**config.mk**
```make
export PLATFORM = sky130hd
export DESIGN_NAME = lab5_mcore_refill_arbiter_flat
export DESIGN_NICKNAME = d
export VERILOG_FILES = /design/src/rtl/lab5_mcore_refill_arbiter_pkg.sv /design/src/rtl/lab5_mcore_refill_arbiter_if.sv /design/src/rtl/lab5_mcore_refill_resp_buffer.sv /design/src/rtl/lab5_mcore_refill_arbiter.sv /design/src/flat_wrapper.sv
export SDC_FILE = /design/constraint.sdc
export NUM_CORES = 1
export LEC_CHECK = 0
export CAP_MARGIN = 20
export CORE_AREA = 10 10 627 629
export CTS_CLUSTER_DIAMETER = 50
export DETAILED_ROUTE_END_ITERATION = 10
export DIE_AREA = 0 0 637 639
export PLACE_DENSITY_LB_ADDON = 0.05
export SETUP_SLACK_MARGIN = 0.1
export SLEW_MARGIN = 20
export SYNTH_ARGS = -nofsm -noshare
export SYNTH_HDL_FRONTEND = slang
export SYNTH_SLANG_ARGS = --single-unit
```
**constraint.sdc**
```tcl
create_clock -name clk -period 9.9 [get_ports clk]
set_clock_uncertainty 0.05 [all_clocks]
set_input_delay 2.97 -clock clk [delete_from_list [all_inputs] [get_ports clk]]
set_output_delay 2.97 -clock clk [all_outputs]
set_load 0.01 [all_outputs]
```
**src/rtl/lab5_mcore_refill_arbiter_pkg.sv**
```systemverilog
// Shared lab5_mcore types: 16B memory request/response messages and the opaque-field
// requester ID tag (requester ID in opaque[7:6]).
package lab5_mcore_refill_arbiter_pkg;

    localparam int c_opaque_id_hi = 7;
    localparam int c_opaque_id_lo = 6;

    typedef logic [1:0] req_id_t;
    typedef logic [1:0] out_cnt_t;

    typedef struct packed {
        logic [2:0]   msg_type;
        logic [7:0]   opaque;
        logic [31:0]  addr;
        logic [3:0]   len;
        logic [127:0] data;
    } mem_req_16B_t;

    typedef struct packed {
        logic [2:0]   msg_type;
        logic [7:0]   opaque;
        logic [1:0]   test;
        logic [3:0]   len;
        logic [127:0] data;
    } mem_resp_16B_t;

    function automatic logic [7:0] set_opaque_id(input logic [7:0] opaque, input req_id_t id);
        logic [7:0] r;
        r = opaque;
        r[c_opaque_id_hi:c_opaque_id_lo] = id;
        return r;
    endfunction

    function automatic req_id_t get_opaque_id(input logic [7:0] opaque);
        return opaque[c_opaque_id_hi:c_opaque_id_lo];
    endfunction

endpackage

```
**src/rtl/lab5_mcore_refill_arbiter_if.sv**
```systemverilog
// Bundle of per-core icache refill ports plus the shared memory-network port.
// master = icaches and memory network side, slave = the refill arbiter.
interface lab5_mcore_refill_arbiter_if #(
    parameter int p_num_reqs = 4
);
    import lab5_mcore_refill_arbiter_pkg::*;

    mem_req_16B_t            req_msg [p_num_reqs];
    logic [p_num_reqs-1:0]   req_val;
    logic [p_num_reqs-1:0]   req_rdy;

    mem_resp_16B_t           resp_msg [p_num_reqs];
    logic [p_num_reqs-1:0]   resp_val;
    logic [p_num_reqs-1:0]   resp_rdy;

    mem_req_16B_t            memreq_msg;
    logic                    memreq_val;
    logic                    memreq_rdy;

    mem_resp_16B_t           memresp_msg;
    logic                    memresp_val;
    logic                    memresp_rdy;

    logic                    err;

    modport master (
        output req_msg, req_val, resp_rdy, memreq_rdy, memresp_msg, memresp_val,
        input  req_rdy, resp_msg, resp_val, memreq_msg, memreq_val, memresp_rdy, err
    );

    modport slave (
        input  req_msg, req_val, resp_rdy, memreq_rdy, memresp_msg, memresp_val,
        output req_rdy, resp_msg, resp_val, memreq_msg, memreq_val, memresp_rdy, err
    );

endinterface

```
**src/rtl/lab5_mcore_refill_resp_buffer.sv**
```systemverilog
// One-entry pipe queue for memory responses; 1-cycle enq-to-deq latency.
// enq_rdy stays high when full if the entry is leaving this cycle, so it sustains one per cycle.
module lab5_mcore_refill_resp_buffer
    import lab5_mcore_refill_arbiter_pkg::*;
(
    input  logic          clk,
    input  logic          reset,
    input  logic          enq_val,
    output logic          enq_rdy,
    input  mem_resp_16B_t enq_msg,
    output logic          deq_val,
    input  logic          deq_rdy,
    output mem_resp_16B_t deq_msg
);

    logic          full;
    mem_resp_16B_t entry;

    assign enq_rdy = !full || deq_rdy;
    assign deq_val = full;
    assign deq_msg = entry;

    always_ff @(posedge clk) begin
        if (reset) begin
            full <= 1'b0;
        end else if (enq_val && enq_rdy) begin
            full <= 1'b1;
        end else if (deq_rdy && full) begin
            full <= 1'b0;
        end
    end

    always_ff @(posedge clk) begin
        if (enq_val && enq_rdy) begin
            entry <= enq_msg;
        end
    end

endmodule

```
**src/rtl/lab5_mcore_refill_arbiter.sv**
```systemverilog
// Round-robin share of the imem network port among icache refills; requests 0-cycle, responses 1-cycle.
// A stalled grant is locked until it transfers; per-requester counters bound in-flight refills.
module lab5_mcore_refill_arbiter
    import lab5_mcore_refill_arbiter_pkg::*;
#(
    parameter int p_num_reqs = 4,
    parameter int p_max_out  = 1
) (
    input  logic                          clk,
    input  logic                          reset,
    lab5_mcore_refill_arbiter_if.slave    bus
);

    req_id_t               ptr;
    req_id_t               lock_id;
    logic                  lock;
    logic                  err_q;
    out_cnt_t              cnt [p_num_reqs];

    logic [p_num_reqs-1:0] elig;
    logic                  hi_found;
    req_id_t               hi_win;
    req_id_t               lo_win;
    req_id_t               gnt_id;
    logic                  gnt_elig;
    mem_req_16B_t          gnt_msg;
    logic                  xfer;
    req_id_t               next_ptr;

    req_id_t               resp_id;
    logic                  resp_id_ok;
    out_cnt_t              resp_id_cnt;
    logic                  stray;
    logic                  resp_acc;

    logic                  buf_enq_val;
    logic                  buf_enq_rdy;
    logic                  buf_deq_val;
    logic                  buf_deq_rdy;
    mem_resp_16B_t         buf_deq_msg;
    req_id_t               deq_id;
    mem_resp_16B_t         resp_out;
    logic [p_num_reqs-1:0] resp_val_w;

    always_comb begin
        for (int i = 0; i < p_num_reqs; i++) begin
            elig[i] = bus.req_val[i] && (int'(cnt[i]) < p_max_out);
        end
    end

    // Descending scan: lo_win ends on the lowest eligible index, hi_win on the lowest at or above ptr.
    always_comb begin
        hi_found = 1'b0;
        hi_win   = '0;
        lo_win   = '0;
        for (int i = p_num_reqs - 1; i >= 0; i--) begin
            if (elig[i]) begin
                lo_win = req_id_t'(i);
                if (i >= int'(ptr)) begin
                    hi_found = 1'b1;
                    hi_win   = req_id_t'(i);
                end
            end
        end
    end

    always_comb begin
        gnt_id   = lock ? lock_id : (hi_found ? hi_win : lo_win);
        gnt_elig = 1'b0;
        gnt_msg  = '0;
        for (int i = 0; i < p_num_reqs; i++) begin
            if (req_id_t'(i) == gnt_id) begin
                gnt_elig = elig[i];
                gnt_msg  = bus.req_msg[i];
            end
        end
    end

    assign bus.memreq_val = !reset && gnt_elig;
    assign xfer           = bus.memreq_val && bus.memreq_rdy;
    assign next_ptr       = (int'(gnt_id) >= p_num_reqs - 1) ? '0 : gnt_id + 2'd1;

    always_comb begin
        bus.memreq_msg        = gnt_msg;
        bus.memreq_msg.opaque = set_opaque_id(gnt_msg.opaque, gnt_id);
    end

    always_comb begin
        for (int i = 0; i < p_num_reqs; i++) begin
            bus.req_rdy[i] = xfer && (req_id_t'(i) == gnt_id);
        end
    end

    assign resp_id = get_opaque_id(bus.memresp_msg.opaque);

    always_comb begin
        resp_id_ok  = 1'b0;
        resp_id_cnt = '0;
        for (int i = 0; i < p_num_reqs; i++) begin
            if (req_id_t'(i) == resp_id) begin
                resp_id_ok  = 1'b1;
                resp_id_cnt = cnt[i];
            end
        end
    end

    // Strays are still accepted so a bad tag cannot wedge the network; they just never enter the buffer.
    assign stray           = !resp_id_ok || (resp_id_cnt == '0);
    assign buf_enq_val     = bus.memresp_val && !stray;
    assign bus.memresp_rdy = buf_enq_rdy;
    assign resp_acc        = bus.memresp_val && bus.memresp_rdy;

    lab5_mcore_refill_resp_buffer u_resp_buffer (
        .clk     (clk),
        .reset   (reset),
        .enq_val (buf_enq_val),
        .enq_rdy (buf_enq_rdy),
        .enq_msg (bus.memresp_msg),
        .deq_val (buf_deq_val),
        .deq_rdy (buf_deq_rdy),
        .deq_msg (buf_deq_msg)
    );

    assign deq_id = get_opaque_id(buf_deq_msg.opaque);

    always_comb begin
        resp_out        = buf_deq_msg;
        resp_out.opaque = set_opaque_id(buf_deq_msg.opaque, '0);
    end

    always_comb begin
        buf_deq_rdy = 1'b0;
        resp_val_w  = '0;
        for (int i = 0; i < p_num_reqs; i++) begin
            bus.resp_msg[i] = resp_out;
            if (req_id_t'(i) == deq_id) begin
                resp_val_w[i] = buf_deq_val;
                buf_deq_rdy   = bus.resp_rdy[i];
            end
        end
    end

    assign bus.resp_val = resp_val_w;
    assign bus.err      = err_q;

    always_ff @(posedge clk) begin
        if (reset) begin
            ptr     <= '0;
            lock    <= 1'b0;
            lock_id <= '0;
            err_q   <= 1'b0;
        end else begin
            lock    <= bus.memreq_val && !bus.memreq_rdy;
            lock_id <= gnt_id;
            if (xfer) begin
                ptr <= next_ptr;
            end
            if (resp_acc && stray) begin
                err_q <= 1'b1;
            end
        end
    end

    // Issue and retire on the same requester in one cycle cancel out.
    always_ff @(posedge clk) begin
        for (int i = 0; i < p_num_reqs; i++) begin
            if (reset) begin
                cnt[i] <= '0;
            end else begin
                if (xfer && (req_id_t'(i) == gnt_id) &&
                    !(resp_acc && !stray && (req_id_t'(i) == resp_id))) begin
                    cnt[i] <= cnt[i] + 2'd1;
                end else if (resp_acc && !stray && (req_id_t'(i) == resp_id) &&
                             !(xfer && (req_id_t'(i) == gnt_id))) begin
                    cnt[i] <= cnt[i] - 2'd1;
                end
            end
        end
    end

endmodule

```
**src/flat_wrapper.sv**
```systemverilog
// flat-port wrapper written by rule: the top's interface ports become plain ports
module lab5_mcore_refill_arbiter_flat import lab5_mcore_refill_arbiter_pkg::*;
#(
    parameter int p_num_reqs = 4,
    parameter int p_max_out  = 1
)
  (clk, reset, bus_req_msg, bus_req_val, bus_resp_rdy, bus_memreq_rdy, bus_memresp_msg, bus_memresp_val, bus_req_rdy, bus_resp_msg, bus_resp_val, bus_memreq_msg, bus_memreq_val, bus_memresp_rdy, bus_err);
  lab5_mcore_refill_arbiter_if #(.p_num_reqs(p_num_reqs)) bus_i ();
  input  logic clk;
  input  logic reset;
  input wire logic [$bits(bus_i.req_msg)-1:0] bus_req_msg;
  input wire logic [$bits(bus_i.req_val)-1:0] bus_req_val;
  input wire logic [$bits(bus_i.resp_rdy)-1:0] bus_resp_rdy;
  input wire logic [$bits(bus_i.memreq_rdy)-1:0] bus_memreq_rdy;
  input wire logic [$bits(bus_i.memresp_msg)-1:0] bus_memresp_msg;
  input wire logic [$bits(bus_i.memresp_val)-1:0] bus_memresp_val;
  output wire logic [$bits(bus_i.req_rdy)-1:0] bus_req_rdy;
  output wire logic [$bits(bus_i.resp_msg)-1:0] bus_resp_msg;
  output wire logic [$bits(bus_i.resp_val)-1:0] bus_resp_val;
  output wire logic [$bits(bus_i.memreq_msg)-1:0] bus_memreq_msg;
  output wire logic [$bits(bus_i.memreq_val)-1:0] bus_memreq_val;
  output wire logic [$bits(bus_i.memresp_rdy)-1:0] bus_memresp_rdy;
  output wire logic [$bits(bus_i.err)-1:0] bus_err;
  assign bus_i.req_msg = {>>{bus_req_msg}};
  assign bus_i.req_val = bus_req_val;
  assign bus_i.resp_rdy = bus_resp_rdy;
  assign bus_i.memreq_rdy = bus_memreq_rdy;
  assign bus_i.memresp_msg = bus_memresp_msg;
  assign bus_i.memresp_val = bus_memresp_val;
  assign bus_req_rdy = bus_i.req_rdy;
  assign bus_resp_msg = {>>{bus_i.resp_msg}};
  assign bus_resp_val = bus_i.resp_val;
  assign bus_memreq_msg = bus_i.memreq_msg;
  assign bus_memreq_val = bus_i.memreq_val;
  assign bus_memresp_rdy = bus_i.memresp_rdy;
  assign bus_err = bus_i.err;
  lab5_mcore_refill_arbiter #(.p_num_reqs(p_num_reqs), .p_max_out(p_max_out)) u_core (.clk(clk), .reset(reset), .bus(bus_i));
endmodule
```
* After elaboration in Yosys (flattened, before gate mapping)
Memories as Yosys holds them, arrays and structs flattened. Cells that the tools add are included.
Storage, ports and cells: bits of input ports 857, flip-flop bits (word level) 152, output and inout bits 766, word-level logic and storage cells 178, memories kept 1, memory bits (writable) 8
Memories:
- u_core.cnt | depth 4, bits a word 2, read ports 4, clocked after Yosys merged registers in 0, wr ports 4, RTL line lab5_mcore_refill_arbiter.sv:18 | out_cnt_t cnt [p_num_reqs];
Operators by class: multiplexer cells 84, reductions and logical operators 49, $lt $le $gt $ge 8, equal/unequal tests 9, $add $sub $neg 9, bitwise operators 8
Operator list (number):
- 175-bit two-way mux | 4
- 1-bit two-way mux | 55
- 2-bit two-way mux | 25
- 1-bit logical AND | 29
- 1-bit logical NOT | 13
- 2-bit equality test (first input constant) | 6
- 2-bit by 1-bit adder with 2-bit output (second input constant) | 5
- 2-bit logical NOT | 4
- 2-bit by 1-bit < comparator with 1-bit output (second input constant) | 4
- 1-bit bitwise OR | 8
- 2-bit by 1-bit subtractor with 2-bit output (second input constant) | 4
- 1-bit by 2-bit equality test with 1-bit output (first input constant) | 3
- 1-bit by 2-bit greater-or-equal comparator with 1-bit output (first input constant) | 2
- 2-bit greater-or-equal comparator (first input constant) | 1
- 2-bit greater-or-equal comparator (second input constant) | 1
- 1-bit logical OR | 2
- 2-bit nonzero test | 1

* Logic depth before layout (Yosys ltp)
An unclocked memory read counts as a cell.
depth in word-level cells 27, mapped depth 15, gate-level depth less buffers 13

* Modules after synthesis
A second synthesis with hierarchy kept.
Second synthesis, totals: cells, all modules 1542, area, all modules 13531.7 µm²
Modules (own cells, without submodules):
- lab5_mcore_refill_arbiter | cells an instance 1392, times used 1, seq. area each 360.3 µm², area each 9122.5 µm²
- lab5_mcore_refill_resp_buffer | cells an instance 150, times used 1, seq. area each 4374.2 µm², area each 4409.2 µm²

* Worst setup path before layout
No wires, ideal clock.
path type input port to output port, start point input port bus_req_val[0], end point output port bus_memreq_msg[112], slack 1441 ps, required time 6880 ps, cell stages on the path 13, data arrival time 5439 ps, cell sequence nand3b_1 a32o_1 a2111oi_0 a21oi_1 inv_1 ha_1 clkbuf_1 buf_1 clkbuf_1 nand2_1 a21oi_1 a21oi_1 o21ai_0
Between the ends: cells in the longest elaborated chain, start to end 9, elaborated cells between the ends (all ways) 14, classes of those cells eq/ne (3); mux (9); reduce/logical (2)
RTL lines:
- start, declared | RTL line flat_wrapper.sv:12 | input wire logic [$bits(bus_i.req_val)-1:0] bus_req_val;
- 1-bit logical AND * | RTL line lab5_mcore_refill_arbiter.sv:47 | elig[i] = bus.req_val[i] && (int'(cnt[i]) < p_max_out);
- 2-bit two-way mux / 1-bit two-way mux (equally long branches) | RTL line lab5_mcore_refill_arbiter.sv:57 | if (elig[i]) begin
- 2-bit two-way mux * (2 in series) | RTL line lab5_mcore_refill_arbiter.sv:68 | gnt_id = lock ? lock_id : (hi_found ? hi_win : lo_win);
- named net bus_memreq_msg[170] | RTL line flat_wrapper.sv:20 | output wire logic [$bits(bus_i.memreq_msg)-1:0] bus_memreq_msg;
- 2-bit logical NOT | RTL line lab5_mcore_refill_arbiter.sv:72 | if (req_id_t'(i) == gnt_id) begin
- 175-bit two-way mux (3 in series) | RTL line lab5_mcore_refill_arbiter.sv:72
- 175-bit two-way mux * | RTL line lab5_mcore_refill_arbiter.sv:72
- end, declared | RTL line flat_wrapper.sv:20
The timed path passes the listed nets; every way through them passes the cells marked *.

* Final worst setup path
start point input port bus_req_val[1], end point output port bus_memreq_msg[165]
Between the ends: cells in the longest elaborated chain, start to end 11, elaborated cells between the ends (all ways) 19, classes of those cells eq/ne (3); mux (14); reduce/logical (2)
RTL lines:
- 1-bit logical AND * | RTL line lab5_mcore_refill_arbiter.sv:47
- 2-bit two-way mux / 1-bit two-way mux (equally long branches) | RTL line lab5_mcore_refill_arbiter.sv:57
- 2-bit two-way mux / 1-bit two-way mux (equally long branches) | RTL line lab5_mcore_refill_arbiter.sv:59 | if (i >= int'(ptr)) begin
- 2-bit two-way mux / 1-bit two-way mux (equally long branches) | RTL line lab5_mcore_refill_arbiter.sv:57
- 2-bit two-way mux * (2 in series) | RTL line lab5_mcore_refill_arbiter.sv:68
- 2-bit logical NOT | RTL line lab5_mcore_refill_arbiter.sv:72
- 175-bit two-way mux (3 in series) | RTL line lab5_mcore_refill_arbiter.sv:72
- 175-bit two-way mux * | RTL line lab5_mcore_refill_arbiter.sv:72
Every way passes the cells marked *; elsewhere a longest branch is shown, timed or not.

==> run metrics <==
adder-cell share of the synthesized area=0.653%; final hold violations=0; cell with the most instances after synthesis=buf_4; top post-synthesis cells by count=buf_4 (580), nand2_1 (311), a21oi_1 (268), o21ai_0 (219), edfxtp_1 (153); routability-driven placement congestion ratio=0.755; post-synth top area cell=edfxtp_1; Worst Path Max Fanout=37; Final setup viols=0; ys async rst share=0%; Hold Buf Count CTS=0; Initial Utilization=4.02%; GRT Overall Usage=9.23%; compound-cell area share of the yosys netlist=19.9%; Die Y=639 um; Vias/cell=2.23; post-synthesis simple-gate area fraction=15.8%; crit path launch type=input port; Mapped Area=15300 um2; antenna-violating nets left=0; total congestion overflow=0; RR Endpoint=u_core.cnt[1][0]; Slew @ Worst Pin=0.858 ns; Pleak=11.1 nW; CP endpoint kind=output pin; Max Cap Violations=0; Worst Setup SP=bus_req_val[1]; flop-to-flop setup slack=5.74 ns; VDD IR-drop max=89.0 uV; placed cell count=8037; drt first pass iters=4; area grow syn2layout=133%; Max-Slew Margin vs Limit=42.8%; HPWL after DPL=178 mm; main combinational cell family by area after synthesis=buffers and inverters; I/O Buffers=1606; min Tclk post-route=9.58 ns; critical path required time=6.88 ns; FF-to-FF path depth=17; CTS Buffer Depth=3; Final Max Slew Viols=0; Net count, final=3905; largest net degree at the start of global routing=65; Clk Tree Root Cell=clkbuf_16; Area after DPL=34600 um2; Num CTS Buffers=25; DRC=0; antenna violations before repair=164; Clock transition at path regs=0.08 ns; DRT Wirelength=200 mm; number of global-route vias before repair=19300; Synth Register Bits=160; Sink Count=160; top cells by area, synth=edfxtp_1 (30%), buf_4 (28%), a21oi_1 (8.8%), nand2_1 (7.6%), o21ai_0 (7.2%); Finished Layout Cells=8117; worst r2r src=u_core.cnt[0][0]; CTS tree=built; ys flop type=edfxtp_1; fraction of layout cells with a size suffix above 1=8.21%; Clock Latency Late Sink=0.54 ns; drt first-iter violations=603; CTS H-tree lvls=4; crit path to=bus_memreq_msg[165]; row count=227; worst setup margin=0.315 ns; io pins=1623; Core ar.=381000 um2; Via Count=18100; WS Path Type=input port to output pin; pwr dens=152 nW/um2; unrepaired setup endpoints after global routing=no; Final Cell Area=35700 um2; WHS=0.407 ns; Die Width=637 um; multiplexer share of the synthesized area=0.531%; Unique masters post-synth=50; crit path DAT=6.56 ns; syn avg cell area=7.90 um2; status=completed; EDFF count, synth=153; first-pass GRT wire length=242 mm; DR WL/cell=24.6 um; dpl ws=-0.495 ns; Max Fclk=104 MHz; setup TNS=0 ns; Seq/Total Area, Yosys=30.9%; Tightest Hold Check Type=register to register; crit share post-route=96.8%; Total Die Area=407000 um2; Synth top area share=30.0%; YS warnings=0; Syn Inst Count=1940; Synth Area in XOR/XNOR=0.0572%
kinds of logic after synthesis:
logic type / Yosys count
buffers and inverters: 729
other: 1
adders and majority gates: 8
and+or+nand+nor: 484
AOI/OAI and AO/OA: 549
muxes: 8
DFF: 160
xor gates and xnor gates: 1
cell usage in the layout, fill, tap and decap left out, drive strengths merged, types with 11 or more instances in the layout:
cell           Yosys  routed
clkdlybuf4s50      0    1575
nand2            311     311
a21oi            268     268
o21ai            219     219
buf              609     193
edfxtp           153     153
nand3b           133     133
a221o             44      44
diode              0      33
clkbuf           107      28
inv               12      13
dlymetal6s2s       0      11
flip-flops by register name, summed over array words and instances (netlist names):
register / flops
u_core.u_resp_buffer.deq_msg: 145
u_core.cnt: 8
u_core.lock_id: 2
u_core.ptr: 2
u_core.bus.err: 1
u_core.lock: 1
u_core.u_resp_buffer.deq_val: 1
power breakdown:
group	switching, mW	internal (mW)	leakage [nW]
clock	0.382	0.461	0.327
combinational	1.85	1.80	9.25
sequential	0.111	0.809	1.50
through the flow:
| step | power [mW] | utilization (%) |
|---|---|---|
| after detailed placement | 4.72 | 9.09 |
| after floorplan | 2.21 | - |
| final | 5.42 | 9.36 |
| after global routing | 5.88 | 9.34 |
| after CTS | 5.75 | 9.32 |
| after global placement | 4.78 | 9.09 |
worst min path at each step:
stage / start / to / slack, ns / cells after the start
3_5_place_dp: u_core.bus.err / u_core.bus.err / 0.40 / 2
4_1_cts: u_core.bus.err / u_core.bus.err / 0.41 / 2
2_1_floorplan: u_core.bus.err / u_core.bus.err / 0.42 / 2
3_3_place_gp: u_core.bus.err / u_core.bus.err / 0.40 / 2
5_1_grt: u_core.bus.err / u_core.bus.err / 0.43 / 2
6_report: u_core.bus.err / u_core.bus.err / 0.41 / 2
critical path: stages:
cell	delay [ns]
clkdlybuf4s50_1	0.50
nand2_1	0.12
a32o_1	0.26
a2111oi_4	0.38
a21oi_2	0.09
inv_1	0.12
ha_4	0.22
buf_4	0.15
buf_12	0.18
buf_16	0.24
a221o_1	0.19
o21ai_0	0.10
o21ai_2	0.23
buf_4	0.15
clkdlybuf4s50_1	0.62
final cells by class:
type                            count  area, um2
Fill cell                       44100     345000
Clock inverter                      5       23.8
Timing Repair Buffer             1782      18000
Tap cell                         5038       6300
Antenna cell                       33       82.6
Multi-Input combinational cell   1058       5820
Clock buffer                       28        647
Inverter                           13       56.3
Sequential cell                   160       4730
routing by layer:
metal / vias up / wire [um] / GRT usage [%]
met1: 8300 / 57600 / 7.50
met4: 116 / 3130 / 1.14
met2: 1026 / 119000 / 20.1
met5: - / 705 / 0
met3: 295 / 19000 / 4.13
li1: 8352 / - / -
timing repair:
action / 4_1_cts / 5_1_grt
cloned: 2 / 0
buffers inserted: 7 / 5
setup endpoints to repair: 147 / 68
pin swaps: 1 / 2
gates resized for setup: 20 / 18
(Power assumes the default switching activity.)
